--- src/rtl/dmem_arb_pkg.sv ---
// Shared types for the two-port data memory arbiter.
// Requester indices and owner FIFO entry format.
package dmem_arb_pkg;

  localparam int NUM_REQ = 2;

  typedef enum logic {
    REQ_CORE = 1'b0,
    REQ_AXI  = 1'b1
  } req_idx_t;

  typedef req_idx_t owner_entry_t;

  function automatic req_idx_t other_req(
    input req_idx_t i
  );
    return (i == REQ_CORE) ? REQ_AXI : REQ_CORE;
  endfunction

endpackage

--- src/rtl/dmem_arb_owner_fifo.sv ---
// In-order owner queue: records which requester owns
// each outstanding memory access.
import dmem_arb_pkg::*;

module dmem_arb_owner_fifo #(
  parameter  int DEPTH = 2,
  localparam int CW    = $clog2(DEPTH + 1)
) (
  input  logic         clk_i,
  input  logic         reset_i,
  input  logic         push_i,
  input  owner_entry_t push_data_i,
  input  logic         pop_i,
  output owner_entry_t head_o,
  output logic         full_o,
  output logic         empty_o,
  output logic [CW-1:0] count_o
);

  localparam int PW = (DEPTH > 1) ? $clog2(DEPTH) : 1;

  owner_entry_t  mem_q [DEPTH];
  logic [PW-1:0] wr_ptr_q;
  logic [PW-1:0] rd_ptr_q;
  logic [CW-1:0] count_q;
  logic          do_push;
  logic          do_pop;

  // Wrap explicitly so non-power-of-two depths work.
  function automatic logic [PW-1:0] bump(
    input logic [PW-1:0] p
  );
    if (p == PW'(DEPTH - 1)) return '0;
    return p + 1'b1;
  endfunction

  assign do_push = push_i & ~full_o;
  assign do_pop  = pop_i & ~empty_o;

  always_ff @(posedge clk_i) begin
    if (do_push) mem_q[wr_ptr_q] <= push_data_i;
  end

  always_ff @(posedge clk_i) begin
    if (reset_i) begin
      wr_ptr_q <= '0;
      rd_ptr_q <= '0;
      count_q  <= '0;
    end else begin
      if (do_push) wr_ptr_q <= bump(wr_ptr_q);
      if (do_pop)  rd_ptr_q <= bump(rd_ptr_q);
      unique case ({do_push, do_pop})
        2'b10:   count_q <= count_q + 1'b1;
        2'b01:   count_q <= count_q - 1'b1;
        default: count_q <= count_q;
      endcase
    end
  end

  assign head_o  = mem_q[rd_ptr_q];
  assign full_o  = (count_q == CW'(DEPTH));
  assign empty_o = (count_q == '0);
  assign count_o = count_q;

endmodule

--- src/rtl/data_mem_arbiter.sv ---
// Round-robin arbiter sharing one data memory port between
// the core and the AXI adapter, with in-order response routing.
import dmem_arb_pkg::*;

module data_mem_arbiter #(
  parameter int ADDR_WIDTH      = 32,
  parameter int DATA_WIDTH      = 32,
  parameter int MAX_OUTSTANDING = 2
) (
  input  logic                    clk_i,
  input  logic                    reset_i,

  input  logic                    req_0_req_i,
  output logic                    req_0_gnt_o,
  input  logic [ADDR_WIDTH-1:0]   req_0_addr_i,
  input  logic                    req_0_we_i,
  input  logic [DATA_WIDTH/8-1:0] req_0_be_i,
  input  logic [DATA_WIDTH-1:0]   req_0_wdata_i,
  output logic                    req_0_rvalid_o,
  output logic [DATA_WIDTH-1:0]   req_0_rdata_o,

  input  logic                    req_1_req_i,
  output logic                    req_1_gnt_o,
  input  logic [ADDR_WIDTH-1:0]   req_1_addr_i,
  input  logic                    req_1_we_i,
  input  logic [DATA_WIDTH/8-1:0] req_1_be_i,
  input  logic [DATA_WIDTH-1:0]   req_1_wdata_i,
  output logic                    req_1_rvalid_o,
  output logic [DATA_WIDTH-1:0]   req_1_rdata_o,

  output logic                    mem_req_o,
  input  logic                    mem_gnt_i,
  output logic [ADDR_WIDTH-1:0]   mem_addr_o,
  output logic                    mem_we_o,
  output logic [DATA_WIDTH/8-1:0] mem_be_o,
  output logic [DATA_WIDTH-1:0]   mem_wdata_o,
  input  logic                    mem_rvalid_i,
  input  logic [DATA_WIDTH-1:0]   mem_rdata_i,

  output logic                    busy_o,
  output logic                    err_o
);

  localparam int CW = $clog2(MAX_OUTSTANDING + 1);

  req_idx_t     sel;
  req_idx_t     last_q;
  req_idx_t     lock_idx_q;
  logic         lock_q;
  logic         err_q;
  logic         hs;
  logic         pop;
  logic         fifo_full;
  logic         fifo_empty;
  owner_entry_t fifo_head;
  logic [CW-1:0] fifo_count;

  // A pending request stays locked so memory never sees it change.
  always_comb begin
    sel = REQ_CORE;
    unique case (1'b1)
      lock_q:
        sel = lock_idx_q;
      ~lock_q & req_0_req_i & req_1_req_i:
        sel = other_req(last_q);
      ~lock_q & ~req_0_req_i & req_1_req_i:
        sel = REQ_AXI;
      default:
        sel = REQ_CORE;
    endcase
  end

  assign mem_req_o = (req_0_req_i | req_1_req_i | lock_q)
                   & ~fifo_full;
  assign hs        = mem_req_o & mem_gnt_i;

  assign mem_addr_o  = (sel == REQ_AXI) ? req_1_addr_i
                                        : req_0_addr_i;
  assign mem_we_o    = (sel == REQ_AXI) ? req_1_we_i
                                        : req_0_we_i;
  assign mem_be_o    = (sel == REQ_AXI) ? req_1_be_i
                                        : req_0_be_i;
  assign mem_wdata_o = (sel == REQ_AXI) ? req_1_wdata_i
                                        : req_0_wdata_i;

  assign req_0_gnt_o = hs & (sel == REQ_CORE);
  assign req_1_gnt_o = hs & (sel == REQ_AXI);

  assign pop = mem_rvalid_i & ~fifo_empty;

  assign req_0_rvalid_o = pop & (fifo_head == REQ_CORE);
  assign req_1_rvalid_o = pop & (fifo_head == REQ_AXI);
  assign req_0_rdata_o  = mem_rdata_i;
  assign req_1_rdata_o  = mem_rdata_i;

  always_ff @(posedge clk_i) begin
    if (reset_i) begin
      lock_q     <= 1'b0;
      lock_idx_q <= REQ_CORE;
      last_q     <= REQ_AXI;
      err_q      <= 1'b0;
    end else begin
      if (hs) begin
        lock_q <= 1'b0;
        last_q <= sel;
      end else if (mem_req_o) begin
        lock_q     <= 1'b1;
        lock_idx_q <= sel;
      end
      if (mem_rvalid_i & fifo_empty) err_q <= 1'b1;
    end
  end

  dmem_arb_owner_fifo #(
    .DEPTH (MAX_OUTSTANDING)
  ) u_owner_fifo (
    .clk_i       (clk_i),
    .reset_i     (reset_i),
    .push_i      (hs),
    .push_data_i (sel),
    .pop_i       (pop),
    .head_o      (fifo_head),
    .full_o      (fifo_full),
    .empty_o     (fifo_empty),
    .count_o     (fifo_count)
  );

  assign busy_o = (fifo_count != '0);
  assign err_o  = err_q;

endmodule

--- config.mk ---
export PLATFORM = sky130hd
export DESIGN_NAME = data_mem_arbiter
export DESIGN_NICKNAME = d
export VERILOG_FILES = /design/src/rtl/dmem_arb_pkg.sv /design/src/rtl/dmem_arb_owner_fifo.sv /design/src/rtl/data_mem_arbiter.sv
export SDC_FILE = /design/constraint.sdc
export NUM_CORES = 1
export LEC_CHECK = 0
export ABC_AREA = 1
export ABC_CLOCK_PERIOD_IN_PS = 2400
export CAP_MARGIN = 20
export CORE_AREA = 2 2 124 126
export CTS_CLUSTER_DIAMETER = 80
export DETAILED_ROUTE_END_ITERATION = 8
export DIE_AREA = 0 0 126 128
export GPL_TIMING_DRIVEN = 0
export MAX_ROUTING_LAYER = met4
export PLACE_DENSITY = 0.54
export SYNTH_ARGS = -nofsm -noshare
export SYNTH_HDL_FRONTEND = slang
export SYNTH_SLANG_ARGS = --single-unit
--- constraint.sdc ---
create_clock -name clk_i -period 2.4 [get_ports clk_i]
set_clock_uncertainty 0.15 [all_clocks]
set_input_delay 0.72 -clock clk_i [delete_from_list [all_inputs] [get_ports clk_i]]
set_output_delay 0.72 -clock clk_i [all_outputs]
set_load 0.005 [all_outputs]
After elaboration in Yosys (flattened, before gate mapping)
Memories as Yosys holds them, arrays and structs flattened. A register that Yosys moved wholly into a read port is not among the register bits.
Cells that the tools add are included.
{ "totals": {"ff_bits": 8, "ram_bits": 2, "in_bits": 176, "out_inout_bits": 140, "mem_count": 1} }
{ "classes": {"n_addsub": 4, "n_eq_ne": 3, "muxes": 21, "bitwise_logic": 23, "reduce_logical": 5} }
{ "mem_list": {"columns": ["memory", "words", "word_bits", "rd", "rd_ports_with_merged_regs", "write_ports", "line", "source"], "rows": [
  ["u_owner_fifo.mem_q", 2, 1, 1, 1, 1, "dmem_arb_owner_fifo.sv:22", "owner_entry_t mem_q [DEPTH];"]
]} }
{ "ops": {"columns": ["op", "n"], "rows": [
  ["two-way mux 32 bit", 2],
  ["two-way mux 1 bit", 16],
  ["bitwise AND 1 bit", 14],
  ["inverter 1 bit", 7],
  ["equality test 2 bit, second input constant", 2],
  ["two-way mux 4 bit", 1],
  ["case mux 2 bit (2 select lines)", 1],
  ["nonzero test 2 bit", 2],
  ["case mux 1 bit (3 select lines)", 1],
  ["adder 1 bit, second input constant", 2],
  ["adder 2 x 1 -> 2 bit, second input constant", 1],
  ["equality test 2 x 1 -> 1 bit, second input constant", 1],
  ["logical NOT 2 bit", 1],
  ["OR 1 bit", 2],
  ["AND reduction 2 bit", 1],
  ["OR reduction 2 bit", 1],
  ["subtractor 2 x 1 -> 2 bit, second input constant", 1]
]} }

Logic depth before layout (Yosys ltp)
Gate-level depths: netlist (run 1).
{ "depth": {"ltp_word": 9, "depth_mapped": 9, "depth_no_buf": 9} }

By module
A second synthesis (run 1) with hierarchy kept.
{ "unflattened": {"hier_cells": 367, "area_unflattened_um2": 1956.9} }
{ "by_module_without_submodules": {"columns": ["mod", "instances", "cells_per_inst", "area_per_inst_um2", "seq_area_each_um2"], "rows": [
  ["data_mem_arbiter", 1, 324, 1622.8, 80.1],
  ["dmem_arb_owner_fifo", 1, 43, 334.1, 160.2]
]} }

Least setup slack after synthesis (run 1)
OpenSTA, ideal clock, no wires.
{ "synth_path": {"kind": "in2out", "from": "input port req_0_req_i", "to": "output port mem_wdata_o[10]", "arrival_ns": 1.309, "required_time_ns": 1.530, "path_slack_ns": 0.221, "path_stages": 8, "cell_sequence": "nand2_1 nand3_2 nand2_2 inv_2 buf_6 buf_6 nand2_1 nand2_1"} }
{ "synth_via": {"elab_chain_cells": 5, "elab_cells_between_ends": 7, "cone_classes": "mux (2); bitwise (5)"} }
{ "synth_lines": {"columns": ["item", "line", "source"], "rows": [
  ["from (decl)", "data_mem_arbiter.sv:13", "input logic req_0_req_i,"],
  ["inverter 1 bit", "data_mem_arbiter.sv:66", "~lock_q & ~req_0_req_i & req_1_req_i:"],
  ["bitwise AND 1 bit (2 in series)", "data_mem_arbiter.sv:66", null],
  ["case mux 1 bit (3 select lines) *", "data_mem_arbiter.sv:61", "unique case (1'b1)"],
  ["two-way mux 32 bit *", "data_mem_arbiter.sv:83", "assign mem_wdata_o = (sel == REQ_AXI) ? req_1_wdata_i"],
  ["to (decl)", "data_mem_arbiter.sv:36", "output logic [DATA_WIDTH-1:0] mem_wdata_o,"]
]} }
Every way passes the cells marked *; elsewhere a longest branch is shown, timed or not.

Final worst setup path (run 1)
{ "layout_path": {"from": "input port req_0_req_i", "to": "output port mem_addr_o[16]"} }
{ "layout_via": {"elab_chain_cells": 5, "elab_cells_between_ends": 7, "cone_classes": "mux (2); bitwise (5)"} }
{ "layout_lines": {"columns": ["item", "line", "source"], "rows": [
  ["inverter 1 bit", "data_mem_arbiter.sv:66", null],
  ["bitwise AND 1 bit (2 in series)", "data_mem_arbiter.sv:66", null],
  ["case mux 1 bit (3 select lines) *", "data_mem_arbiter.sv:61", null],
  ["two-way mux 32 bit *", "data_mem_arbiter.sv:77", "assign mem_addr_o = (sel == REQ_AXI) ? req_1_addr_i"],
  ["to (decl)", "data_mem_arbiter.sv:33", "output logic [ADDR_WIDTH-1:0] mem_addr_o,"]
]} }
Marks and branches as above.

==> results of run 1 <==
power by group through the flow:
stage          clock, W  combinational, W  sequential (W)
4_1_cts        0.000316           0.00167        0.000247
5_1_grt        0.000323           0.00178        0.000252
3_3_place_gp          0           0.00131        0.000248
6_report       0.000310           0.00165        0.000248
3_5_place_dp          0           0.00132        0.000250
2_1_floorplan         0          0.000478        0.000245
area by class of cell:
type | count | area (um2)
clock buffer | 3 | 75.07
sequential | 11 | 240.2
inverter | 16 | 67.56
buffer | 77 | 686.9
multi-input combinational | 253 | 1350
timing repair buffer | 327 | 3133
fill | 1582 | 9071
tap | 188 | 235.2
clock inverter | 1 | 5.005
what timing repair did:
item	4_1_cts	5_1_grt
pin swaps	44	15
setup endpoints to repair	74	71
gates resized for setup	458	54
hold buffers	0	0
cloned	10	0
setup buffers	36	5
cell usage in the layout (no fill, tap or decap), types with 11 or more instances in the layout:
| master | count |
|---|---|
| buf_6 | 30 |
| clkdlybuf4s50_1 | 205 |
| inv_1 | 13 |
| buf_8 | 14 |
| nand2_2 | 85 |
| nand2_4 | 13 |
| buf_4 | 76 |
| buf_2 | 60 |
| nand2_1 | 124 |
| buf_12 | 11 |
tightest hold or removal path: stages, from the launching register on:
cell and delay [ns]:
dfxtp_1 0.29, inv_1 0.07, a21oi_1 0.06
kinds of logic after synthesis:
group | count (synthesis)
AO/OA/AOI/OAI | 10
flip-flops | 11
buffers and inverters | 95
adder cells (fa/ha/maj) | 1
AND/OR/NAND/NOR | 242
flip-flops by register name, indices dropped and copies added, names as in the netlist, named ones only:
| signal | count |
|---|---|
| u_owner_fifo.count_o | 2 |
| u_owner_fifo.mem_q | 2 |
| err_o | 1 |
| last_q | 1 |
| lock_idx_q | 1 |
| lock_q | 1 |
| u_owner_fifo.rd_ptr_q | 1 |
| u_owner_fifo.wr_ptr_q | 1 |
per-layer routing:
metal | vias to the layer above | part of all wire (%)
li1 | 1672 | -
met1 | 1472 | 38
met2 | 151 | 56
met3 | 3 | 6.2
met4 | 0 | 0.31
met5 | - | 0
path summary, 6_finish.rpt:
check,start,end,slack (ns),cells past startpoint
max reg2reg,u_owner_fifo.count_o[0],u_owner_fifo.count_o[1],0.53,8
min reg2reg,u_owner_fifo.rd_ptr_q,flip-flop,0.32,2
max,req_0_req_i,mem_addr_o[16],-0.20,11
min,u_owner_fifo.rd_ptr_q,flip-flop,0.32,2
stage by stage:
stage | power, W | hold slack (ns) | instance area [um2] | TNS (ns)
final | 0.002204 | 0.3214 | 5793 | -8.815
after global routing | 0.002350 | 0.3582 | 5793 | -12.78
after CTS | 0.002229 | 0.3255 | 5737 | -14.39
after detailed placement | 0.001572 | 0.3111 | 4955 | -70.75
after global placement | 0.001555 | 0.3078 | 4955 | -69.73
after floorplan | 0.0007228 | 0.2925 | 1887 | 0
==> impl_results.rst, run 1 <==
.. list-table::
   :header-rows: 1

   * - Metric
     - Value
   * - Result of the run
     - finished with violations
   * - Violations in the final reports
     - negative setup slack
   * - Final-report max-slew violation count
     - 0
   * - Layout cell share with drive strength beyond 1
     - 44.62%
   * - Skew-Pair Late Insertion Delay
     - 0.24 ns
   * - Vias in the first global route
     - 3,268
   * - Post-synth EDFFs
     - 2
   * - Crit share post-route
     - 108.3%
   * - Area of the core region
     - 0.01486 mm2
   * - Worst relative slew slack
     - 83.28%
   * - Proportion of power drawn by combinational gates
     - 74.7%
   * - Number of DRC markers in iteration 0
     - 47
   * - Detailed placement HPWL
     - 9524 um
   * - Clock group share of total power
     - 14.1%
   * - Endpoint kind of the worst setup timing path
     - output pin
   * - Most used flip-flop cell after synthesis
     - dfxtp_1
   * - Number of warnings printed during yosys synthesis
     - 0
   * - Port Buffers
     - 283
   * - Pin count of the biggest net entering global routing
     - 11
   * - Antenna cells
     - 0
   * - Weighted congestion at the end of routability-driven global placement
     - 0.7867
   * - Power share of the sequential group
     - 11.3%
   * - Clock tree from TritonCTS
     - done
   * - Antenna violations before repair
     - 0
   * - RSZ-0062 raised after global routing
     - yes
   * - Sw Pwr
     - 0.0007659 W
   * - Drt drc
     - 0
   * - Async set-reset flop share out of synthesis
     - 0%
   * - Sequential-to-total area share from yosys stat
     - 12.73%
   * - Fraction of the mapped netlist area in simple logic gates
     - 49.27%
   * - Number of unique standard cell types used by synthesis
     - 18
   * - Final Util
     - 38.97%
   * - Synth Area in Adders
     - 0.6631%
   * - Final setup violation count
     - 69
   * - Ports placed on the boundary
     - 316
   * - Leakage power total
     - 2.860 nW
   * - Number of placement rows
     - 45
   * - Internal
     - 0.001438 W
   * - Post-synthesis share of cell area spent on xor and xnor gates
     - 0%
   * - Inserted Clock Buffers
     - 3
   * - Global-route wire length before repair
     - 17,770 um
   * - Total grt overflow
     - 0
   * - Nets in the synthesized netlist
     - 536
   * - Yosys top cell area share
     - 44.16%
   * - Detailed-route via count
     - 3,298
   * - Maximum net fanout on the critical path
     - 7
   * - Aggregate routed wire length
     - 12,460 um
   * - Net total in the final layout
     - 866
   * - Post-synthesis instance area
     - 0.001887 mm2
   * - Pre-CTS WS
     - -1.082 ns
   * - Number of hold violations in the final report
     - 0
   * - Global routing usage on met1
     - 16.26%
   * - Placed cell count
     - 830
   * - Mux share of post-synthesis cell area
     - 0%
   * - Non-filler instance count after layout
     - 876
   * - Routing usage on met3
     - 1.586%
   * - Register clock-pin slew on the reported worst setup and hold paths
     - 0.05 ns
   * - Startpoint type of the worst setup path
     - primary input
   * - Slew of the pin with the lowest slew margin
     - 0.2481 ns
   * - Maximum operating frequency
     - 384.7 MHz
   * - Req. time, crit path
     - 1.53 ns
   * - Pwr/cell area
     - 380.4 mW/mm2
   * - Height of the die
     - 128 um
   * - Maximum VDD drop
     - 0.2403 mV
   * - Chip Width
     - 126 um
   * - Clock Sinks
     - 11
   * - Busiest layer in global routing
     - met2
   * - Global routing usage summed across all routing layers
     - 14.34%
   * - Main area contributors after synthesis
     - nand2_1 (44%), buf_4 (28%), dfxtp_1 (9.5%), edfxtp_1 (3.2%), inv_1 (2.8%)
   * - Most frequent cell after synthesis
     - nand2_1
   * - Complex-gate fraction of the synthesized area
     - 2.785%
   * - Setup CP Type
     - primary input to output pin
   * - Count of TritonRoute iterations in the first routing pass
     - 4
   * - Initial cell density of the core
     - 12.69%
   * - Chain of cells forming the critical path
     - buf_8, nand2_4, nand3_4, nand2_8, buf_12, buf_8, buf_6, buf_6, nand2_2, nand2_1, buf_2
   * - Library cell occupying the most area in the post-synthesis netlist
     - nand2_1
   * - Hold Crit Class
     - flip-flop to flip-flop
   * - Via/cell ratio
     - 3.765
   * - Delay of the slowest critical-path stage
     - 0.16 ns
   * - Top cell family by delay on the critical path
     - buffers and inverters
   * - Combinational family with the most area after synthesis
     - simple AND/OR/NAND/NOR gates
   * - Clock Tree Buf Depth
     - 2
   * - #FFs+latches synth
     - 11
   * - Syn avg cell area
     - 5.256 um2
   * - Switching fraction of total power
     - 34.76%
   * - Relative area change from synthesis to final layout
     - 207.0%
   * - Number of buffers and inverters on the critical path
     - 6
   * - Post-synthesis instance total
     - 359
   * - Met2 usage
     - 27.96%
   * - Post-layout min period
     - 2.599 ns
   * - Library cell used as clock root buffer
     - clkbuf_16
   * - Final ANT Viol Nets
     - 0
   * - Die Area
     - 0.01613 mm2
   * - Post-DR wirelength/cell
     - 14.22 um
   * - Synth cell count leaders
     - nand2_1 (222), buf_4 (71), inv_1 (14), nor2_1 (11), dfxtp_1 (9)
   * - Depth of the CTS H-tree
     - 1
   * - Max-capacitance violation count
     - 0
   * - Setup WS post-layout
     - -0.1993 ns
   * - Cell at the slowest stage of the critical path
     - buf_12
   * - Crit path DAT
     - 1.73 ns
Power figures use the tool's default switching activity.
==> run 2: changes to the inputs <==
--- a/config.mk
+++ b/config.mk
@@ -5,16 +5,16 @@
 export SDC_FILE = /design/constraint.sdc
 export NUM_CORES = 1
 export LEC_CHECK = 0
-export ABC_AREA = 1
 export ABC_CLOCK_PERIOD_IN_PS = 2400
 export CAP_MARGIN = 20
-export CORE_AREA = 2 2 124 126
+export CORE_AREA = 2 2 122 124
 export CTS_CLUSTER_DIAMETER = 80
 export DETAILED_ROUTE_END_ITERATION = 8
-export DIE_AREA = 0 0 126 128
+export DIE_AREA = 0 0 124 126
 export GPL_TIMING_DRIVEN = 0
 export MAX_ROUTING_LAYER = met4
-export PLACE_DENSITY = 0.54
+export PLACE_DENSITY = 0.55
+export RECOVER_POWER = 100
 export SYNTH_ARGS = -nofsm -noshare
 export SYNTH_HDL_FRONTEND = slang
 export SYNTH_SLANG_ARGS = --single-unit
==> run 2 against run 1 <==
  * The flow still finishes with violations (negative setup slack)
  * Synthesized area shrank 3.8%
  * First-iteration DRC count shrank 36%
  * Sequential share of layout area is essentially flat
  * Final area grew 1.2%
  * Core utilization grew 2.0 points
  * Global-route usage shrank 0.75 points
  * Sequential cell count is the same
  * Power grew 11%
  * Clock-buffer cell count is the same
  * Hold slack is essentially flat
  * Final cell count shrank 19%
  * Worst setup slack lost 0.32 ns
  * Critical path type unchanged
==> impl_results.rst, run 2 <==
.. list-table::
   :header-rows: 1

   * - Metric
     - Value
   * - Post-DR wirelength/cell
     - 15.62 um
   * - Area of the core region
     - 0.01431 mm2
   * - #FFs+latches synth
     - 11
   * - Post-synth EDFFs
     - 2
   * - Chip Width
     - 124 um
   * - Register clock-pin slew on the reported worst setup and hold paths
     - 0.04 ns
   * - Relative area change from synthesis to final layout
     - 223.0%
   * - Height of the die
     - 126 um
   * - Inserted Clock Buffers
     - 3
   * - Clock Sinks
     - 11
   * - Final ANT Viol Nets
     - 0
   * - Startpoint type of the worst setup path
     - primary input
   * - Via/cell ratio
     - 3.764
   * - Number of hold violations in the final report
     - 0
   * - Endpoint kind of the worst setup timing path
     - output pin
   * - Initial cell density of the core
     - 12.67%
   * - Final Util
     - 40.94%
   * - Capture point of the worst reg-to-reg path
     - u_owner_fifo.count_o[1]
   * - Final-report max-slew violation count
     - 0
   * - Main area contributors after synthesis
     - buf_4 (26%), mux2_1 (24%), mux2_2 (19%), dfxtp_1 (9.9%), edfxtp_1 (3.3%)
   * - Crit share post-route
     - 121.5%
   * - Sequential-to-total area share from yosys stat
     - 13.24%
   * - Maximum operating frequency
     - 343.0 MHz
   * - Library cell used as clock root buffer
     - clkbuf_16
   * - Non-filler instance count after layout
     - 709
   * - Clock Tree Buf Depth
     - 2
   * - Pwr/cell area
     - 415.7 mW/mm2
   * - Synth cell count leaders
     - buf_4 (64), mux2_1 (39), mux2_2 (30), nor2_1 (10), dfxtp_1 (9)
   * - Count of TritonRoute iterations in the first routing pass
     - 4
   * - Number of warnings printed during yosys synthesis
     - 0
   * - Ports placed on the boundary
     - 316
   * - Final setup violation count
     - 72
   * - Global routing usage summed across all routing layers
     - 13.59%
   * - Critical Path Source
     - req_1_req_i
   * - Slew of the pin with the lowest slew margin
     - 0.4266 ns
   * - Antenna violations before repair
     - 0
   * - Crit path DAT
     - 2.05 ns
   * - Skew-Pair Late Insertion Delay
     - 0.24 ns
   * - Total grt overflow
     - 0
   * - Global routing usage on met1
     - 15.47%
   * - Aggregate routed wire length
     - 11,080 um
   * - Async set-reset flop share out of synthesis
     - 0%
   * - Global-route wire length before repair
     - 15,790 um
   * - Most used flip-flop cell after synthesis
     - dfxtp_1
   * - Commonest non-fill, non-tap cells in the layout
     - clkdlybuf4s50_1 (204), buf_6 (95), buf_4 (74)
   * - Maximum net fanout on the critical path
     - 6
   * - Fin Hold WS
     - 0.3218 ns
   * - Max-capacitance violation count
     - 0
   * - Syn avg cell area
     - 9.163 um2
   * - Leading cell type in the layout, fill and taps excluded
     - clkdlybuf4s50_1
   * - Placed cell count
     - 664
   * - Result of the run
     - finished with violations
   * - Busiest layer in global routing
     - met2
   * - Number of placement rows
     - 44
   * - Post-synthesis instance total
     - 198
   * - Post-synthesis instance area
     - 0.001814 mm2
   * - Detailed placement HPWL
     - 9270 um
   * - Depth of the CTS H-tree
     - 1
   * - Vias in the first global route
     - 2,943
   * - Most frequent cell after synthesis
     - buf_4
   * - Post-layout min period
     - 2.916 ns
   * - Violations in the final reports
     - negative setup slack
   * - RSZ-0062 raised after global routing
     - yes
   * - Cell count of the worst reg-to-reg path
     - 5
   * - Number of DRC markers in iteration 0
     - 30
   * - Detailed-route via count
     - 2,669
   * - Port Buffers
     - 282
   * - Routing usage on met3
     - 2.536%
   * - Leakage power total
     - 2.768 nW
   * - Weighted congestion at the end of routability-driven global placement
     - 0.8653
   * - Layout cell share with drive strength beyond 1
     - 50.67%
   * - Drt drc
     - 0
   * - Yosys top cell area share
     - 26.48%
   * - Library cell occupying the most area in the post-synthesis netlist
     - buf_4
   * - Number of unique standard cell types used by synthesis
     - 30
   * - Launch point of the worst reg-to-reg path
     - lock_q
   * - Die Area
     - 0.01562 mm2
   * - Pre-CTS WS
     - -1.446 ns
   * - Worst setup slack for register-to-register paths
     - 0.25 ns
   * - Clock tree from TritonCTS
     - done
   * - Setup CP Type
     - primary input to output pin
   * - Net total in the final layout
     - 703
   * - Antenna cells
     - 0
   * - End point of the critical path
     - mem_be_o[2]
   * - Worst relative slew slack
     - 71.56%
   * - Maximum VDD drop
     - 0.2412 mV
   * - Nets in the synthesized netlist
     - 375
   * - Met2 usage
     - 24.76%
   * - Pin count of the biggest net entering global routing
     - 11
   * - Hold Crit Class
     - flip-flop to flip-flop
   * - Setup WS post-layout
     - -0.5156 ns
   * - Req. time, crit path
     - 1.53 ns
==> run 2: cell count changes in the layout (fill, tap and decap cells not counted), moves of 3 or more <==
cell     change
inv_1        -9
buf_12       -6
mux2_4      +69
nand2_1    -123
nand2_4     -13
nor2_1       -3
buf_2       -57
buf_6       +65
buf_8        -7
nand2_2     -85
==> run 2: cell families after synthesis <==
family,Yosys count,share of synthesized area [%]
fa+ha+maj,1,0.6895
compound gates,12,4.001
buf+inv,78,29.86
simple gates,21,5.586
mux,72,45.17
flops,11,13.24
xor+xnor,3,1.449
==> run 2: cell type report <==
type | count | area [um2]
multi-input combinational | 109 | 1326
inverter | 6 | 25.02
clock inverter | 1 | 5.005
sequential | 11 | 240.2
buffer | 70 | 564.3
timing repair buffer | 325 | 3395
clock buffer | 3 | 75.07
fill | 1416 | 8453
tap | 184 | 230.2
==> run 2: power by group <==
group / internal (W) / leakage (nW) / switching, W / total, W
clock: 0.000221 / 0.0409 / 0.0000837 / 0.000304
sequential: 0.000239 / 0.0933 / 0.0000463 / 0.000286
combinational: 0.00127 / 2.63 / 0.000573 / 0.00185
total: 0.00173 / 2.77 / 0.000703 / 0.00244
==> run 2: worst min path at each step <==
stage	start	end	slack, ns	cells past startpoint
detailed placement	err_o	err_o	0.32	2
floorplan	u_owner_fifo.wr_ptr_q	u_owner_fifo.wr_ptr_q	0.30	2
global placement	u_owner_fifo.wr_ptr_q	u_owner_fifo.wr_ptr_q	0.31	2
finish	err_o	err_o	0.32	2
global route	err_o	err_o	0.35	2
CTS	err_o	err_o	0.33	2
==> run 2: worst max-delay path: stages <==
cell and delay [ns]:
buf_6 0.09, a21boi_4 0.14, mux2i_4 0.19, buf_12 0.16, buf_12 0.10, buf_8 0.10, buf_8 0.12, mux2_4 0.30
buf_6 0.12
==> run 2: routing by layer <==
layer,vias up,share of wire [%]
met5,-,0
met4,0,1.5
met3,12,5.9
met2,126,54
met1,1259,39
li1,1272,-
==> run 2: repair_timing <==
action / CTS / global route
hold buffers: 0 / 0
gates resized for setup: 478 / 20
buffers inserted: 39 / 6
gates cloned: 3 / 0
pin swaps: 3 / 2
endpoints found under the setup margin: 76 / 73
==> run 2: stage by stage <==
stage	total power, W	setup TNS, ns	cell area (um2)
after floorplan	0.0008263	-8.269	1881
after global placement	0.001636	-96.79	4933
after detailed placement	0.001653	-99.21	4933
after CTS	0.002488	-30.50	5894
after global routing	0.002577	-32.26	5861
final	0.002436	-29.80	5861
==> run 3: changes to the inputs <==
--- a/config.mk
+++ b/config.mk
@@ -8,7 +8,6 @@
 export ABC_CLOCK_PERIOD_IN_PS = 2400
 export CAP_MARGIN = 20
 export CORE_AREA = 2 2 122 124
-export CTS_CLUSTER_DIAMETER = 80
 export DETAILED_ROUTE_END_ITERATION = 8
 export DIE_AREA = 0 0 124 126
 export GPL_TIMING_DRIVEN = 0
==> results of run 3 <==
Final layout, timing and power as in run 2 (identical DEF).
